<file path="src/rtl/dtree_scheduler.sv">
// dtree_scheduler: shares one dtree classifier core among CHANNELS requesters.
// Round-robin arbitration picks a channel and latches its feature vector. The
// core is restarted for one cycle and the features are streamed one per cycle.
// The first level/path result, or a watchdog expiry, is returned on a
// valid/ready result port, tagged with the channel index.
//
// Ports:
//   clk, reset             clock, asynchronous active-high reset
//   req[CHANNELS]          level requests, held until granted
//   features               channel c, feature k at [(c*FEATURES+k)*IN_WIDTH +: IN_WIDTH]
//   grant[CHANNELS]        one-hot pulse in the cycle the vector is consumed (LOAD)
//   tree_reset             core reset = reset | LOAD
//   tree_sample            sample fed to the core, 0 outside the streaming phase
//   tree_level/path/valid  core result
//   res_valid/res_ready    result handshake
//   res_channel/level/path/timeout  captured result, stable while res_valid

// One feature slot of the latched vector: picks its feature from the granted channel.
module dtree_sched_slot #(
  parameter int CHANNELS = 4,
  parameter int IN_WIDTH = 10,
  parameter int CW       = 2
) (
  input  logic                               clk,
  input  logic                               reset,
  input  logic                               load,
  input  logic [CW-1:0]                      sel,
  input  logic [CHANNELS-1:0][IN_WIDTH-1:0]  cand,
  output logic [IN_WIDTH-1:0]                q
);
  always_ff @(posedge clk or posedge reset) begin
    if (reset)     q <= '0;
    else if (load) q <= cand[sel];
  end
endmodule

module dtree_scheduler #(
  parameter int CHANNELS = 4,
  parameter int FEATURES = 3,
  parameter int IN_WIDTH = 10,
  parameter int TIMEOUT  = 16,
  localparam int LW = $clog2(FEATURES),
  localparam int CW = $clog2(CHANNELS)
) (
  input  logic                                clk,
  input  logic                                reset,
  input  logic [CHANNELS-1:0]                 req,
  input  logic [CHANNELS*FEATURES*IN_WIDTH-1:0] features,
  output logic [CHANNELS-1:0]                 grant,
  output logic                                tree_reset,
  output logic [IN_WIDTH-1:0]                 tree_sample,
  input  logic [LW-1:0]                       tree_level,
  input  logic [LW-1:0]                       tree_path,
  input  logic                                tree_valid,
  output logic                                res_valid,
  input  logic                                res_ready,
  output logic [CW-1:0]                       res_channel,
  output logic [LW-1:0]                       res_level,
  output logic [LW-1:0]                       res_path,
  output logic                                res_timeout
);
  // idx runs 0..FEATURES; the value FEATURES marks the wait phase.
  localparam int IW = $clog2(FEATURES + 1);
  localparam int TW = $clog2(TIMEOUT + 1);

  typedef enum logic [1:0] {IDLE, LOAD, STREAM, DONE} state_t;

  state_t                            state, state_nxt;
  logic [CW-1:0]                     last, sel, arb_sel, cand_ch;
  logic                              arb_hit, load_vec;
  logic [IW-1:0]                     idx;
  logic [TW-1:0]                     wd;
  logic                              wd_expired;
  logic [FEATURES-1:0][IN_WIDTH-1:0] vec;

  // Round-robin: first set req bit searching upward from last+1, wrapping.
  always_comb begin
    arb_hit = 1'b0;
    arb_sel = '0;
    cand_ch = '0;
    for (int i = 1; i <= CHANNELS; i++) begin
      cand_ch = CW'((int'(last) + i) % CHANNELS);
      if (!arb_hit && req[cand_ch]) begin
        arb_hit = 1'b1;
        arb_sel = cand_ch;
      end
    end
  end

  assign load_vec   = (state == IDLE) && arb_hit;
  assign wd_expired = (wd == TW'(TIMEOUT - 1));

  for (genvar k = 0; k < FEATURES; k++) begin : g_feat
    logic [CHANNELS-1:0][IN_WIDTH-1:0] cand;
    for (genvar c = 0; c < CHANNELS; c++) begin : g_ch
      assign cand[c] = features[(c*FEATURES + k)*IN_WIDTH +: IN_WIDTH];
    end
    dtree_sched_slot #(
      .CHANNELS (CHANNELS),
      .IN_WIDTH (IN_WIDTH),
      .CW       (CW)
    ) u_slot (
      .clk   (clk),
      .reset (reset),
      .load  (load_vec),
      .sel   (arb_sel),
      .cand  (cand),
      .q     (vec[k])
    );
  end

  // State register
  always_ff @(posedge clk or posedge reset) begin
    if (reset) state <= IDLE;
    else       state <= state_nxt;
  end

  // Next state
  always_comb begin
    state_nxt = state;
    case (state)
      IDLE:    if (arb_hit) state_nxt = LOAD;
      LOAD:    state_nxt = STREAM;
      // tree_valid wins over a simultaneous watchdog expiry
      STREAM:  if (tree_valid || wd_expired) state_nxt = DONE;
      DONE:    if (res_ready) state_nxt = IDLE;
      default: state_nxt = IDLE;
    endcase
  end

  // Outputs decoded from state. tree_reset stays combinational so the core
  // restarts in the same cycle the scheduler enters LOAD.
  always_comb begin
    grant = '0;
    if (state == LOAD) grant[sel] = 1'b1;
  end

  assign tree_reset = reset | (state == LOAD);
  assign res_valid  = (state == DONE);

  always_comb begin
    tree_sample = '0;
    if (state == STREAM)
      for (int k = 0; k < FEATURES; k++)
        if (idx == IW'(k)) tree_sample = vec[k];
  end

  // Datapath: selection, stream index, watchdog, result capture
  always_ff @(posedge clk or posedge reset) begin
    if (reset) begin
      last        <= CW'(CHANNELS - 1);
      sel         <= '0;
      idx         <= '0;
      wd          <= '0;
      res_channel <= '0;
      res_level   <= '0;
      res_path    <= '0;
      res_timeout <= 1'b0;
    end else begin
      case (state)
        IDLE: if (arb_hit) sel <= arb_sel;
        LOAD: begin
          idx <= '0;
          wd  <= '0;
        end
        STREAM: begin
          if (idx != IW'(FEATURES)) idx <= idx + 1'b1;
          wd <= wd + 1'b1;
          if (tree_valid) begin
            res_channel <= sel;
            res_level   <= tree_level;
            res_path    <= tree_path;
            res_timeout <= 1'b0;
          end else if (wd_expired) begin
            res_channel <= sel;
            res_level   <= '0;
            res_path    <= '0;
            res_timeout <= 1'b1;
          end
        end
        DONE: if (res_ready) last <= sel;
        default: ;
      endcase
    end
  end
endmodule

</file>
<file path="config.mk">
export PLATFORM = sky130hd
export DESIGN_NAME = dtree_scheduler
export DESIGN_NICKNAME = d
export VERILOG_FILES = /design/src/rtl/dtree_scheduler.sv
export SDC_FILE = /design/constraint.sdc
export NUM_CORES = 1
export LEC_CHECK = 0
export CAP_MARGIN = 20
export CORE_MARGIN = 2
export CORE_UTILIZATION = 42
export DETAILED_ROUTE_END_ITERATION = 12
export PLACE_DENSITY = 0.79
export SLEW_MARGIN = 5
export SYNTH_ARGS = -nofsm -noshare
export SYNTH_HDL_FRONTEND = slang
export SYNTH_SLANG_ARGS = --single-unit
</file>
<file path="constraint.sdc">
create_clock -name clk -period 2.41 [get_ports clk]
set_clock_uncertainty 0.1 [all_clocks]
set_input_delay 0.3615 -clock clk [delete_from_list [all_inputs] [get_ports clk]]
set_output_delay 0.3615 -clock clk [all_outputs]
set_load 0.02 [all_outputs]
</file>
==> metrics.txt, run 1 <==
status=complete, no violations; WL per Instance=~17 um; final hold vios=0; highest clock rate=427.8 MHz; Top Metal Used=met4; width of the die=92.11 um; Worst-Skew Late Latency=0.30 ns; RSZ-0062 raised after global routing=false; Worst EP required=just under 2 ns; hold crit path type=in -> async; CP startpoint kind=register; worst-path fanout max=6; top cells by area, synth=dfrtp_1, mux2i_1, o221ai_1, nand2_1, buf_12; Synth Area per Inst=roughly 10 um^2; fin crit share=97.00%; Final HPWL DP=7.760 mm; Least-Margin Pin Slew=0.4628 ns; Final Max Tran Viols=0; final-report setup violation count=0; sequential area share after synthesis=between 30 and 40%; WL met1=~4 mm; Max Cap Viol=0; Placed Instances=577; critical path type=reg -> out; Post-route DRC=0; GR Util All Layers=22.78%; global-route wire length before repair=15.46 mm; CTS tree=yes; n_diodes=0; Relative slew margins=69.10%; Num CTS Buffers=5; setup_tns=0 ns; Die Height=92.11 um; metal2 WL=4.714 mm; PortBufs=154; Layout Area Growth over Synthesis=53.68%; Starting Density=42.86%; Tot Pwr=5.072 mW; clock-pin slew on the worst setup and hold paths=about 0.09 ns; GPL Wtd Cong=0.8631; core area=7607 um^2; I/O Pins=155; H-tree depth=2; die area=roughly 8500 um^2; pin count of the biggest net entering global routing=24; setup ws final=approximately 0.072 ns; Tmin final=2.338 ns; largest area contributor in the netlist=dfrtp_1; Vias per Instance=5.379; final antenna-violating net count=0; maximum VDD drop=0.6541 mV; std cell rows=32; dpl ws=0.007934 ns; Non-Filler Instances=586; cell count after synthesis=approximately 330; vias=3152; drt first pass iters=4; final core utilization=about two thirds; Critical Path AT=about 1.9 ns; r2r setup slk=0.35 ns; initial antenna violation count=0; clock root buffer=clkbuf_8; Routed WL=9.742 mm; initial DRC count=112; synthesized flop and latch total=50; Final Instance Area=between 5000 and 6000 um^2; power per cell area=1012 nW/um^2; Cell Area, Placed=4922 um^2; crit end category=output port; CTS Hold Bufs=0; total gr overflow=0; WL met3=856 um; number of global-route vias before repair=between 3000 and 4000; Post-Syn Nets=~470; WHS=0.2965 ns; post-synthesis cell area=around 3300 um^2; share of cells above drive strength 1=11.16%; Leak=2.270 nW; clk sinks=50; post-synth cell types=34; Max Root-Sink Buffers=2; Fill cells=606; # nets final=about 630; Syn. warnings=0; post-synth top area share=36.84%
-- metal layers --
| layer | track usage (%) | vias up |
|---|---|---|
| met5 | 0 | - |
| met4 | 6.592 | 0 |
| met3 | 6.327 | 14 |
| met2 | 39.09 | 127 |
| met1 | 28.00 | 1502 |
| li1 | - | 1509 |
-- logic make-up (layout without fill, tap and decap cells) --
kind of cell    Yosys count  after routing  share of synthesized area, %
simple gates            102            102                         14.04
flops                    50             50                         38.45
compound gates           63             63                         15.23
mux                      67             67                         20.76
buf+inv                  34            192                         7.675
fa+ha+maj                10             10                         3.837
-- layout by cell type, fill, tap and decap left out, types with 2 or more instances in the layout --
cell type        instances
a211oi_1                 9
a21oi_1                  6
a32o_1                   4
and3_1                   2
buf_12                   4
buf_4                   17
clkbuf_2                10
clkbuf_8                 5
clkdlybuf4s50_1        140
clkinv_2                 2
dfrtp_1                 48
dfstp_2                  2
dlymetal6s2s_1           4
ha_1                     7
ha_2                     3
inv_1                    8
mux2_2                   5
mux2i_1                 62
nand2_1                 53
nand2b_1                 3
nand3_1                  3
nor2_1                  14
nor2b_1                 12
nor3_1                  10
o21ai_0                  4
o21ai_1                  2
o221ai_1                30
or2_2                    2
-- state kept, by name, indices dropped and copies added (netlist names) --
name,count
g_feat.u_slot.q,30
idx,2
last,2
res_channel,2
res_level,2
res_path,2
res_timeout,1
sel,2
state,2
wd,5
-- synth_stat cells, drive strengths merged --
master  count
mux2i      62
nand2      53
dfrtp      48
o221ai     30
nor2       14
clkbuf     13
buf        12
nor2b      12
a211oi     10
ha         10
nor3       10
inv         9
a21oi       6
o21ai       6
mux2        5
a32o        4
nand2b      3
nand3       3
and3        2
dfstp       2
or2         2
a221oi      1
a22o        1
a31oi       1
and3b       1
nor3b       1
nor4        1
o221a       1
o22ai       1
o31ai       1
o32a        1
-- power by group --
group          internal [mW]  leakage, nW  switching (mW)
clock network          0.306       0.0579           0.283
registers               1.24        0.622           0.301
logic                   1.43         1.59            1.51
-- worst max-delay path, cell delays in order, from the launching register on --
cell and delay, ns:
dfrtp_1 0.42, inv_1 0.11, ha_2 0.27, and3_1 0.18, clkdlybuf4s50_1 0.60
-- area by class of cell --
| class | count | area (um^2) | area share [%] |
|---|---|---|---|
| clock buffers | 5 | 68.82 | 1.373 |
| multi-input cells | 242 | 1778 | 35.48 |
| clock inverters | 3 | 40.04 | 0.7990 |
| inverters | 9 | 33.78 | 0.6742 |
| repair buffers | 175 | 1709 | 34.11 |
| well taps | 102 | 127.6 | 2.547 |
| flip-flops and latches | 50 | 1254 | 25.02 |
-- final timing paths --
check                                                  startpoint                           endpoint  cells after the start
worst min-delay path                                        reset         res_channel[1]$_DFFE_PP0P_                      2
worst max-delay path                         state[1]$_DFFE_PP0P_                           grant[3]                      4
worst min register to register  g_feat[2].u_slot.q[1]$_DFFE_PP0P_  g_feat[2].u_slot.q[1]$_DFFE_PP0P_                      2
min in group clk                g_feat[2].u_slot.q[1]$_DFFE_PP0P_  g_feat[2].u_slot.q[1]$_DFFE_PP0P_                      2
max in group asynchronous                                   reset                 sel[0]$_DFFE_PP0P_                      3
worst max register to register                last[1]$_DFFE_PP1P_  g_feat[0].u_slot.q[8]$_DFFE_PP0P_                      5
-- repair_timing --
action                                  4_1_cts  5_1_grt
pin swaps                                     0        0
gates resized for setup                      15       33
endpoints found under the setup margin       15       14
buffers inserted                              0        1
hold endpoints to repair                      0        0
Power figures use the tool's default switching activity.
==> run 2: changes to the inputs <==
--- a/config.mk
+++ b/config.mk
@@ -7,9 +7,9 @@
 export LEC_CHECK = 0
 export CAP_MARGIN = 20
 export CORE_MARGIN = 2
-export CORE_UTILIZATION = 42
+export CORE_UTILIZATION = 32
 export DETAILED_ROUTE_END_ITERATION = 12
-export PLACE_DENSITY = 0.79
+export PLACE_DENSITY = 0.65
 export SLEW_MARGIN = 5
 export SYNTH_ARGS = -nofsm -noshare
 export SYNTH_HDL_FRONTEND = slang
==> constraint.sdc (replaced) <==
create_clock -name clk -period 2.2 [get_ports clk]
set_clock_uncertainty 0.1 [all_clocks]
set_input_delay 0.33 -clock clk [delete_from_list [all_inputs] [get_ports clk]]
set_output_delay 0.33 -clock clk [all_outputs]
set_load 0.02 [all_outputs]
==> metrics.txt, run 2 (synthesized netlist as in run 1, its figures left out) <==
hold crit path type=in -> async; std cell rows=36 (+13%); pin count of the biggest net entering global routing=26 (+8.3%); worst-path fanout max=20 (+14); vias=3110 (-1.3%); Non-Filler Instances=624 (+6.5%); commonest non-fill, non-tap cell in the layout=clkdlybuf4s50_1; setup ws final=0.04114 ns (-0.03121 ns); GR Util All Layers=18.11% (-4.7 points); Routed WL=9.861 mm (+1.2%); I/O Pins=155 (unchanged); share of cells above drive strength 1=12.83% (+1.7 points); final hold vios=0 (unchanged); Num CTS Buffers=5 (unchanged); fin crit share=a little over nine tenths; status=complete, no violations; Post-route DRC=0 (unchanged); # nets final=632 (+1.1%); Tmin final=roughly 2.2 ns; WHS=0.1513 ns (-0.1452 ns); Worst EP required=1.77 ns (-0.18 ns); die area=11010 um^2 (+30%); Layout Area Growth over Synthesis=57.48%; CP max stage cell=dfrtp_1; clock-pin slew on the worst setup and hold paths=0.09 ns (about the same); Cell Area, Placed=5036 um^2 (+2.3%); CP startpoint kind=register; global-route wire length before repair=16.28 mm (+5.4%); initial DRC count=132 (+18%); CTS tree=yes; clk sinks=50 (unchanged); Largest register FFs=30 (unchanged); Leak=2.278 nW (+0.34%); CP peak stage delay=0.39 ns (-0.21 ns); width of the die=104.9 um (+14%); Least-Margin Pin Slew=0.3869 ns (-0.07590 ns); Worst-Skew Late Latency=0.29 ns (about the same); highest clock rate=463.2 MHz; Tot Pwr=5.619 mW (+11%); Final Instance Area=5135 um^2 (+2.5%); number of global-route vias before repair=3304 (+2.8%); final antenna-violating net count=0 (unchanged); crit end category=output port; WL per Instance=15.80 um (-4.9%); GPL Wtd Cong=0.7810 (-9.5%); RSZ-0062 raised after global routing=true; Vias per Instance=4.984 (-7.3%); maximum VDD drop=0.5242 mV (-20%); initial antenna violation count=0 (unchanged); dpl ws=-0.1154 ns (-0.1234 ns); critical path type=reg -> out; n_diodes=0 (unchanged); Final Max Tran Viols=0 (unchanged); core area=9819 um^2 (+29%); top flop regs=g_feat.u_slot.q: 30 flops, wd: 5 flops; PortBufs=154 (unchanged); Max Cap Viol=0 (unchanged); Critical Path AT=1.73 ns (-0.15 ns); cell mode on critical path=buf_4; final-report setup violation count=0 (unchanged); most frequent cells in the layout=clkdlybuf4s50_1, mux2i_1, nand2_1; H-tree depth=2 (unchanged); Fill cells=955 (+58%); Starting Density=33.21% (-9.7 points); Die Height=104.9 um (+14%); Top reg by flops=g_feat.u_slot.q; drt first pass iters=4 (unchanged); Final HPWL DP=7.692 mm (-0.87%); total gr overflow=0 (unchanged); Placed Instances=613 (+6.2%); power per cell area=1094 nW/um^2 (+8.1%); critical-path cell list=buf_4 > ha_1 > buf_12 > nor2b_1 > nor3_1 > buf_4; Max Root-Sink Buffers=2 (unchanged); CTS Hold Bufs=0 (unchanged); Relative slew margins=74.20% (+5.1 points); clock root buffer=clkbuf_8
[run 2: cell types whose count changed in the layout (fill, tap and decap cells not counted), moves of 3 or more]
cell	previous run	this run
dlymetal6s2s_1	4	0
buf_12	4	7
buf_2	0	7
clkbuf_2	10	0
buf_4	17	23
dlygate4sd2_1	0	5
[run 2: timing repair]
action	in CTS	in global routing
cloned	0	1
resized for setup	54	14
pin swaps	0	3
setup buffers	1	1
hold endpoints to repair	0	0
endpoints found under the setup margin	15	9
[run 2: power breakdown]
group          internal [mW]  switching (mW)
clock network          0.254           0.284
logic                   1.69            1.71
registers               1.36           0.327
[run 2: cell type report]
class / instances / area, um^2 / area share (%)
repair buffers: 182 / 1794 / 34.94
clock buffers: 7 / 86.33 / 1.681
multi-input cells: 242 / 1795 / 34.97
flip-flops and latches: 50 / 1254 / 24.42
well taps: 133 / 166.4 / 3.241
clock inverters: 1 / 5.005 / 0.09747
inverters: 9 / 33.78 / 0.6579
[run 2: worst max-delay path, delay by kind of cell (launching register included)]
kind	cells	cell delay, ns
adder cells (fa/ha/maj)	1	0.20
flip-flops	1	0.39
AND/OR/NAND/NOR	2	0.35
buffers and inverters	3	0.49
[run 2: stage by stage]
step                      setup TNS, ns  util, %
after detailed placement         -2.066    51.29
after global placement           -1.174    51.29
after global routing           -0.05473    52.29
final                                 0    52.29
after CTS                             0    51.99
after floorplan                       0        -
[run 2: final timing paths]
kind                       depth (start not counted)                                 to  slack [ns]                 from
min in group clk                                   1                  wd[3]$_DFFE_PP0P_        0.38    wd[3]$_DFFE_PP0P_
max reg2reg                                        6  g_feat[2].u_slot.q[1]$_DFFE_PP0P_        0.19  last[1]$_DFFE_PP1P_
max in group asynchronous                          3  g_feat[0].u_slot.q[5]$_DFFE_PP0P_        1.31                reset
min reg2reg                                        1                  wd[3]$_DFFE_PP0P_        0.38    wd[3]$_DFFE_PP0P_
min                                                2           res_level[1]$_DFFE_PP0P_        0.15                reset
max                                                6                     tree_sample[7]        0.04   idx[1]$_DFFE_PP0P_
[run 2: layer usage]
metal / GRT usage [%] / vias up / part of all wire, %
li1: - / 1531 / -
met3: 4.928 / 6 / 7.2
met2: 31.63 / 109 / 48
met5: 0 / - / 0
met4: 3.429 / 0 / 0.75
met1: 22.47 / 1464 / 44
==> run 3: changes to the inputs <==
--- a/config.mk
+++ b/config.mk
@@ -7,9 +7,8 @@
 export LEC_CHECK = 0
 export CAP_MARGIN = 20
 export CORE_MARGIN = 2
-export CORE_UTILIZATION = 32
+export CORE_UTILIZATION = 25
 export DETAILED_ROUTE_END_ITERATION = 12
-export PLACE_DENSITY = 0.65
 export SLEW_MARGIN = 5
 export SYNTH_ARGS = -nofsm -noshare
 export SYNTH_HDL_FRONTEND = slang
==> metrics.txt, run 3 (synthesized netlist as in run 1, its figures left out) <==
Critical Path AT=1.74 ns (about the same); core area=12670 um^2 (+29%); Starting Density=25.73% (-7.5 points); PortBufs=154 (unchanged); Vias per Instance=4.691 (-5.9%); Final HPWL DP=8.228 mm (+7.0%); power per cell area=1132 nW/um^2 (+3.4%); clock-pin slew on the worst setup and hold paths=0.07 ns (-0.02 ns); final hold vios=0 (unchanged); commonest non-fill, non-tap cell in the layout=clkdlybuf4s50_1; crit end category=output port; CP max stage cell=dfrtp_1; area of the multi-input gates=1803 um^2 (+0.42%); total gr overflow=0 (unchanged); most frequent cells in the layout=clkdlybuf4s50_1, mux2i_1, nand2_1; Int Pwr=3.593 mW (+8.8%); Largest register FFs=30 (unchanged); sequential share of power=28.2% (-1.8 points); width of the die=118.2 um (+13%); RSZ-0062 raised after global routing=true; Worst Path Buf+Inv=3 (unchanged); Die Height=118.2 um (+13%); Final Max Tran Viols=0 (unchanged); drt first pass iters=4 (unchanged); share of cells above drive strength 1=13.24% (+0.41 points); final antenna-violating net count=0 (unchanged); top flop regs=g_feat.u_slot.q: 30 flops, wd: 5 flops; vias=3110 (unchanged); Sw Pwr=2.394 mW (+3.3%); WP depth=6 (unchanged); pin count of the biggest net entering global routing=34 (+31%); Tmin final=2.172 ns (+0.01354 ns); CTS Hold Bufs=0 (unchanged); clock power share=14.0% (+4.4 points); Num CTS Buffers=5 (unchanged); Least-Margin Pin Slew=0.3421 ns (-0.04483 ns); Post-route DRC=0 (unchanged); dpl ws=-0.1957 ns (-0.08027 ns); setup ws final=0.02760 ns (-0.01354 ns); number of global-route vias before repair=3314 (+0.30%); Fill cells=1263 (+32%); Relative slew margins=76.98% (+2.8 points); global-route wire length before repair=16.83 mm (+3.3%); CP startpoint kind=register; Placed Instances=655 (+6.9%); n_diodes=0 (unchanged); Top reg by flops=g_feat.u_slot.q; critical-path cell list=inv_1 > ha_1 > buf_12 > nor2b_1 > nor3_1 > clkdlybuf4s15_2; fin crit share=98.75% (+0.62 points); hold crit path type=in -> async; die area=13970 um^2 (+27%); GPL Wtd Cong=0.7658 (-1.9%); Tot Pwr=5.987 mW (+6.5%); Switching Share=39.99% (-1.2 points); Worst-Skew Late Latency=0.28 ns (about the same); Max Cap Viol=0 (unchanged); CTS tree=yes; Crit path max-delay family=buffers and inverters; status=complete, no violations; maximum VDD drop=0.5326 mV (+1.6%); Max Root-Sink Buffers=2 (unchanged); Non-Filler Instances=663 (+6.3%); CP peak stage delay=0.38 ns (about the same); initial antenna violation count=0 (unchanged); H-tree depth=2 (unchanged); clk sinks=50 (unchanged); clock root buffer=clkbuf_16; critical path type=reg -> out; GR Util All Layers=14.85% (-3.3 points); Routed WL=10.54 mm (+6.9%); logic gate share of total power=57.8% (-2.7 points); highest clock rate=460.3 MHz (-0.62%); I/O Pins=155 (unchanged); Worst EP required=1.77 ns (about the same); std cell rows=41 (+14%); final-report setup violation count=0 (unchanged); initial DRC count=73 (-45%); Layout Area Growth over Synthesis=62.24%; # nets final=632 (unchanged); Leak=2.314 nW (+1.6%); register area=1254 um^2 (unchanged); Worst R2R Path Depth=7 (+1); worst-path fanout max=20 (unchanged); WL per Instance=15.90 um (+0.62%)
[run 3: timing repair]
action                     in CTS  in global routing
setup endpoints to repair      15                  9
resized for setup              52                 14
buffers inserted                0                  0
[run 3: path summary, 6_finish.rpt]
path / start / endpoint / slack (ns)
max in group asynchronous: reset / res_channel[0]$_DFFE_PP0P_ / 1.16
max: idx[0]$_DFFE_PP0P_ / tree_sample[4] / 0.03
min in group clk: g_feat[2].u_slot.q[1]$_DFFE_PP0P_ / g_feat[2].u_slot.q[1]$_DFFE_PP0P_ / 0.39
min reg2reg: g_feat[2].u_slot.q[1]$_DFFE_PP0P_ / g_feat[2].u_slot.q[1]$_DFFE_PP0P_ / 0.39
min: reset / g_feat[1].u_slot.q[4]$_DFFE_PP0P_ / 0.26
max reg2reg: last[1]$_DFFE_PP1P_ / g_feat[0].u_slot.q[2]$_DFFE_PP0P_ / 0.19
[run 3: area by class of cell]
class / instances / area share, %
well taps: 172 / 4.068
inverters: 9 / 0.6386
repair buffers: 182 / 34.37
multi-input cells: 242 / 34.08
clock buffers: 8 / 3.146
flip-flops and latches: 50 / 23.70
[run 3: per-stage QoR]
stage | instance area, um^2 | utilization, % | setup TNS, ns | hold WS, ns
finish | 5290 | 41.75 | 0 | 0.2575
global route | 5290 | 41.75 | -0.2597 | 0.2971
CTS | 5309 | 41.90 | 0 | 0.2753
detailed placement | 5120 | 40.41 | -3.295 | 0.3761
global placement | 5120 | 40.41 | -1.413 | 0.3636
floorplan | 3261 | - | 0 | 0.3200
[run 3: layer usage]
metal | global-route usage, % | part of all wire, % | up-vias
met5 | 0 | 0 | -
met4 | 1.581 | 0.34 | 0
met3 | 3.861 | 6.7 | 4
met2 | 27.35 | 50 | 106
met1 | 17.80 | 43 | 1469
li1 | - | - | 1531
[run 3: power groups by stage]
stage          combinational (mW)  sequential, mW  clock, mW
3_5_place_dp                 3.48            1.71          0
5_1_grt                      3.81            1.74      0.895
3_3_place_gp                 3.40            1.70          0
2_1_floorplan                2.22            1.64          0
6_report                     3.46            1.69      0.836
4_1_cts                      3.50            1.70      0.855
